**config.mk**
```make
export PLATFORM = sky130hd
export DESIGN_NAME = im_index_fetcher
export DESIGN_NICKNAME = d
export VERILOG_FILES = /design/src/rtl/hv_fetch_pkg.sv /design/src/rtl/im_word_unpacker.sv /design/src/rtl/im_index_fetcher.sv
export SDC_FILE = /design/constraint.sdc
export NUM_CORES = 1
export LEC_CHECK = 0
export BUFFER_PORTS_ARGS = -buffer_cell sky130_fd_sc_hd__buf_2
export CORE_MARGIN = 2
export CORE_UTILIZATION = 35
export CTS_CLUSTER_DIAMETER = 150
export DETAILED_ROUTE_END_ITERATION = 10
export PLACE_DENSITY_LB_ADDON = 0.05
export SLEW_MARGIN = 20
export SYNTH_ARGS = -nofsm -noshare
export SYNTH_HDL_FRONTEND = slang
export SYNTH_HIERARCHICAL = 1
export SYNTH_SLANG_ARGS = --single-unit
```
**constraint.sdc**
```tcl
create_clock -name clk_i -period 2.42 [get_ports clk_i]
set_input_delay 0 -clock clk_i [delete_from_list [all_inputs] [get_ports clk_i]]
set_output_delay 0 -clock clk_i [all_outputs]
set_load 0.02 [all_outputs]
```
**src/rtl/hv_fetch_pkg.sv**
```systemverilog
// Shared types for the item-memory index fetcher: FSM state encoding and word geometry helper.
// Pure declarations; no logic, no latency, no flow control.
package hv_fetch_pkg;

  typedef enum logic [1:0] {
    IDLE   = 2'd0,
    REQ    = 2'd1,
    WAIT   = 2'd2,
    STREAM = 2'd3
  } state_e;

  function automatic int bytes_per_word(input int data_width);
    return data_width / 8;
  endfunction

endpackage

```
**src/rtl/im_word_unpacker.sv**
```systemverilog
// Holds one fetched memory word and walks its packed index slots LSB-first.
// Load/advance take effect on the next edge; idx_o/last_o come straight from flops.
module im_word_unpacker
  import hv_fetch_pkg::*;
#(
  parameter int DataWidth   = 32,
  parameter int IdxWidth    = 16,
  parameter int ImAddrWidth = 10
) (
  input  logic                   clk_i,
  input  logic                   rst_ni,
  input  logic                   clr_i,
  input  logic                   load_i,
  input  logic [DataWidth-1:0]   data_i,
  input  logic                   advance_i,
  output logic [ImAddrWidth-1:0] idx_o,
  output logic                   last_o
);

  localparam int IdxPerWord = DataWidth / IdxWidth;
  localparam int SlotWidth  = (IdxPerWord > 1) ? $clog2(IdxPerWord) : 1;
  localparam logic [SlotWidth-1:0] LastSlot = SlotWidth'(IdxPerWord - 1);

  logic [DataWidth-1:0] r_word;
  logic [SlotWidth-1:0] r_slot;

  // Shifting the buffer keeps the current slot at bit 0, so no variable part-select is needed.
  always_ff @(posedge clk_i) begin
    if (!rst_ni || clr_i) begin
      r_word <= '0;
      r_slot <= '0;
    end else if (load_i) begin
      r_word <= data_i;
      r_slot <= '0;
    end else if (advance_i) begin
      r_word <= r_word >> IdxWidth;
      r_slot <= r_slot + 1'b1;
    end
  end

  assign idx_o  = r_word[ImAddrWidth-1:0];
  assign last_o = (r_slot == LastSlot);

endmodule

```
**src/rtl/im_index_fetcher.sv**
```systemverilog
// Streams packed item-memory indices from a read port, one index per valid/ready beat; start-to-request 1 cycle, response-to-index 1 cycle.
// Holds index stable under lowdim backpressure; optional stall counter under IM_INDEX_FETCHER_PERF_EN.
module im_index_fetcher
  import hv_fetch_pkg::*;
#(
  parameter int DataWidth   = 32,
  parameter int AddrWidth   = 32,
  parameter int IdxWidth    = 16,
  parameter int ImAddrWidth = 10,
  parameter int LenWidth    = 16
) (
  input  logic                   clk_i,
  input  logic                   rst_ni,
  input  logic                   clr_i,
  input  logic                   start_i,
  input  logic [AddrWidth-1:0]   base_addr_i,
  input  logic [LenWidth-1:0]    num_items_i,
  output logic                   busy_o,
  output logic                   done_o,
  output logic                   mem_req_valid_o,
  input  logic                   mem_req_ready_i,
  output logic [AddrWidth-1:0]   mem_req_addr_o,
  input  logic                   mem_rsp_valid_i,
  input  logic [DataWidth-1:0]   mem_rsp_data_i,
  output logic [ImAddrWidth-1:0] lowdim_o,
  output logic                   lowdim_valid_o,
  input  logic                   lowdim_ready_i,
  output logic [31:0]            stall_cnt_o
);

  localparam logic [AddrWidth-1:0] BytesPerWord = AddrWidth'(bytes_per_word(DataWidth));

  state_e               r_state;
  state_e               w_state_nxt;
  logic [AddrWidth-1:0] r_addr;
  logic [LenWidth-1:0]  r_remain;
  logic                 r_done;
  logic                 w_done_nxt;
  logic                 w_start_ok;
  logic                 w_nonzero;
  logic                 w_req_hs;
  logic                 w_load;
  logic                 w_idx_hs;
  logic                 w_last_slot;
  logic [ImAddrWidth-1:0] w_idx;

  assign w_start_ok = (r_state == IDLE) && start_i;
  assign w_nonzero  = (num_items_i != '0);
  assign w_req_hs   = (r_state == REQ) && mem_req_ready_i;
  assign w_load     = (r_state == WAIT) && mem_rsp_valid_i;
  assign w_idx_hs   = (r_state == STREAM) && lowdim_ready_i;

  always_comb begin
    w_state_nxt = r_state;
    w_done_nxt  = 1'b0;
    unique case (r_state)
      IDLE: begin
        if (start_i) begin
          if (w_nonzero) w_state_nxt = REQ;
          else           w_done_nxt  = 1'b1;
        end
      end
      REQ:  if (mem_req_ready_i) w_state_nxt = WAIT;
      WAIT: if (mem_rsp_valid_i) w_state_nxt = STREAM;
      STREAM: begin
        if (lowdim_ready_i) begin
          if (r_remain == LenWidth'(1)) begin
            w_state_nxt = IDLE;
            w_done_nxt  = 1'b1;
          end else if (w_last_slot) begin
            w_state_nxt = REQ;
          end
        end
      end
      default: w_state_nxt = IDLE;
    endcase
  end

  always_ff @(posedge clk_i) begin
    if (!rst_ni || clr_i) begin
      r_state  <= IDLE;
      r_addr   <= '0;
      r_remain <= '0;
      r_done   <= 1'b0;
    end else begin
      r_state <= w_state_nxt;
      r_done  <= w_done_nxt;
      if (w_start_ok && w_nonzero) begin
        r_addr   <= base_addr_i;
        r_remain <= num_items_i;
      end else begin
        if (w_req_hs) r_addr   <= r_addr + BytesPerWord;
        if (w_idx_hs) r_remain <= r_remain - 1'b1;
      end
    end
  end

  im_word_unpacker #(
    .DataWidth   (DataWidth),
    .IdxWidth    (IdxWidth),
    .ImAddrWidth (ImAddrWidth)
  ) u_unpacker (
    .clk_i     (clk_i),
    .rst_ni    (rst_ni),
    .clr_i     (clr_i),
    .load_i    (w_load),
    .data_i    (mem_rsp_data_i),
    .advance_i (w_idx_hs),
    .idx_o     (w_idx),
    .last_o    (w_last_slot)
  );

  assign busy_o          = (r_state != IDLE);
  assign done_o          = r_done;
  assign mem_req_valid_o = (r_state == REQ);
  assign mem_req_addr_o  = r_addr;
  assign lowdim_valid_o  = (r_state == STREAM);
  // Masked outside STREAM so a stale word never shows on the index bus.
  assign lowdim_o        = lowdim_valid_o ? w_idx : '0;

`ifdef IM_INDEX_FETCHER_PERF_EN
  logic [31:0] r_stall_cnt;

  always_ff @(posedge clk_i) begin
    if (!rst_ni || clr_i || w_start_ok) begin
      r_stall_cnt <= '0;
    end else if (lowdim_valid_o && !lowdim_ready_i && (r_stall_cnt != '1)) begin
      r_stall_cnt <= r_stall_cnt + 1'b1;
    end
  end

  assign stall_cnt_o = r_stall_cnt;
`else
  assign stall_cnt_o = '0;
`endif

endmodule
```
==> results.md <==
- Worst-Skew Late Latency: 0.34 ns
- Async set-reset flop share out of synthesis: 0%
- Fin. max-slew vios: 0
- Final period demand of the worst path: 2.24 ns
- Sequential fraction of the synthesis area: 34.9%
- LEAKAGE: 2.36 nW
- EDFF count, synth: 0
- Max-cap violations: 0
- TritonCTS clock tree: built
- Fin Setup TNS: 0 ns
- Synth Register Bits: 72
- CTS sink cnt: 72
- RePlAce Congestion: 0.791
- Critical path peak fanout: 16
- Initial DRC Count: 162
- Clock transition at path regs: 0.06 ns
- Worst slew pin tran: 1.03 ns
- Antenna violations before repair: 0
- Worst slew margin: 31.4%
- Total power: 3.09 mW
- Most frequent cells in the layout: 120 x buf_2, 72 x dfxtp_1, 67 x dlygate4sd3_1
- Synth cell types: 46
- VDD IR max: 0.377 mV
- Final hold vios: 0
- Tcrit/Tclk final: 92.5%
- Met2 wire length: 4870 µm
- Die height: 113 µm
- Via-to-Cell Ratio: 4.83
- Critical Path RT: 2.63 ns
- Routed wl met3: 543 µm
- Largest net degree at the start of global routing: 36
- Antenna cell count: 0
- Overflow left after global routing: 0
- Via count: 3899
- Post-route ant nets: 0
- Mapped Area: 0.00413 mm²
- Die area: 0.0127 mm²
- Clock buffer depth: 2
- Vias in the first global route: 3645
- Leading area contributor after synthesis: dfxtp_1
- Kind of critical path: reg2reg
- PortBufs: 120
- Post-DR wirelength/cell: 13.9 µm
- Area contributors post-synth: dfxtp_1 35%, buf_4 7.8%, xor2_1 6.2%
- Share of post-route cells with drive strength above 1: 25.0%
- Clock root cell: clkbuf_16
- Synthesis Warnings: 6
- Initial Util: 36.0%
- Worst setup EP type: flip-flop
- First-pass GRT wire length: 18000 µm
- Residual DRC: 0
- Post-synthesis cell count: 483
- Nets: 754
- M1 wire length: 5630 µm
- Post-synth top area share: 34.9%
- Layout Area Growth over Synthesis: 37.7%
- Worst Skew: 0.00894 ns
- Maximum clock frequency: 447 MHz
- Die width: 113 µm
- WL final: 11200 µm
- Core footprint: 0.0115 mm²
- Top_reg_cell synth: dfxtp_1
- Syn Area/Cell: 8.54 µm²
- 1st-pass router iterations: 4
- PwrDens: 544 mW/mm²
- Commonest non-fill, non-tap cell in the layout: buf_2
- Hold Path Class: in2reg
- H-Tree Depth: 3
- Final HPWL DP: 7490 µm
- Top Metal Used: met4
- CP startpoint kind: flip-flop
- # rows: 39
- GRT Total Usage: 17.7%
- Fill cell count: 1144
- Final setup fails: 0
- Io pins: 165
- Arrival time worst endpoint: 2.44 ns
- Num CTS Buffers: 9
- Status: completed
==> Yosys cell counts, drive strengths merged, types with 5 or more instances <==
cell and count:
dfxtp 72, buf 59, a21oi 36, nor2 34, a211oi 29, nand2 29
xor2 29, o21ai 25, nand4 15, xnor2 15, and2 14, nand3 14
nor2b 14, mux2i 13, nor4 11, inv 10, or3b 10, clkbuf 9
ha 8, nor3 7, and4 6, and3 5
==> flip-flops by register name, summed over array words and instances, names as in the netlist <==
signal	cells
done_o	1
mem_req_addr_o	32
r_remain	16
r_state	2
u_unpacker/last_o	1
u_unpacker/r_word	20
==> layer usage <==
layer / global-route usage (%) / vias to the layer above
li1: - / 1985
met1: 24.7 / 1787
met2: 27.1 / 115
met3: 3.62 / 12
met4: 6.59 / 0
met5: 0 / -
==> metrics by stage <==
step / instances / area (µm²) / worst slack [ns] / utilization [%] / hold WS (ns)
floorplan: 514 / 4240 / 0.491 / - / 0.143
global placement: 721 / 4700 / 0.364 / 41.0 / 0.232
detailed placement: 721 / 4700 / 0.359 / 41.0 / 0.245
CTS: 804 / 5650 / 0.0556 / 49.3 / 0.000559
global route: 807 / 5680 / -0.0161 / 49.5 / 0.0360
finish: 807 / 5680 / 0.181 / 49.5 / 0.0180
==> worst paths after layout <==
| path | slack (ns) | to | startpoint | cells past startpoint |
|---|---|---|---|---|
| max reg2reg | 0.18 | r_remain[3]$_SDFFE_PP0P_ | r_state[1]$_SDFFE_PP0P_ | 8 |
| max | 0.18 | r_remain[3]$_SDFFE_PP0P_ | r_state[1]$_SDFFE_PP0P_ | 8 |
| min | 0.02 | r_remain[11]$_SDFFE_PP0P_ | num_items_i[11] | 3 |
| min reg2reg | 0.50 | r_state[0]$_SDFFE_PP0P_ | r_state[0]$_SDFFE_PP0P_ | 2 |
==> critical path, stage by stage (launching register included) <==
cell           delay, ns
dfxtp_1             0.39
ha_1                0.20
buf_4               0.20
nand2_1             0.18
o41ai_2             0.24
nand2_1             0.09
a32oi_1             0.18
dlygate4sd3_1       0.57
nor2_1              0.04
==> where the power goes <==
part / switching (mW) / total (mW) / internal, mW
combinational: 0.280 / 0.506 / 0.226
sequential: 0.0498 / 1.28 / 1.23
clock: 0.510 / 1.30 / 0.794
total: 0.840 / 3.09 / 2.25
==> final cells by class <==
cell class              count  area [µm²]  area share (%)
multi-input cells         365        2350            41.4
repair buffers            201        1390            24.4
clock buffers              12         236            4.16
flip-flops and latches     72        1440            25.4
well taps                 143         179            3.15
clock inverters             4        45.0           0.793
inverters                  10        37.5           0.661
==> logic make-up (layout without fill, tap and decap cells) <==
logic type	Yosys count	count (layout)	synth area share (%)
and+or+nand+nor	169	170	23.3
AOI/OAI and AO/OA	98	98	15.1
buffers and inverters	78	227	11.6
DFF	72	72	34.9
xor gates and xnor gates	44	44	9.34
muxes	13	13	3.15
adders and majority gates	8	8	2.43
other	1	32	0.0909
==> repair_timing <==
item                                    4_1_cts  5_1_grt
hold buffers                                 67        0
setup buffers                                 0        2
endpoints found under the setup margin        0        1
endpoints found under the hold margin        65        0
gates resized for setup                       0        1
(Power assumes the default switching activity.)
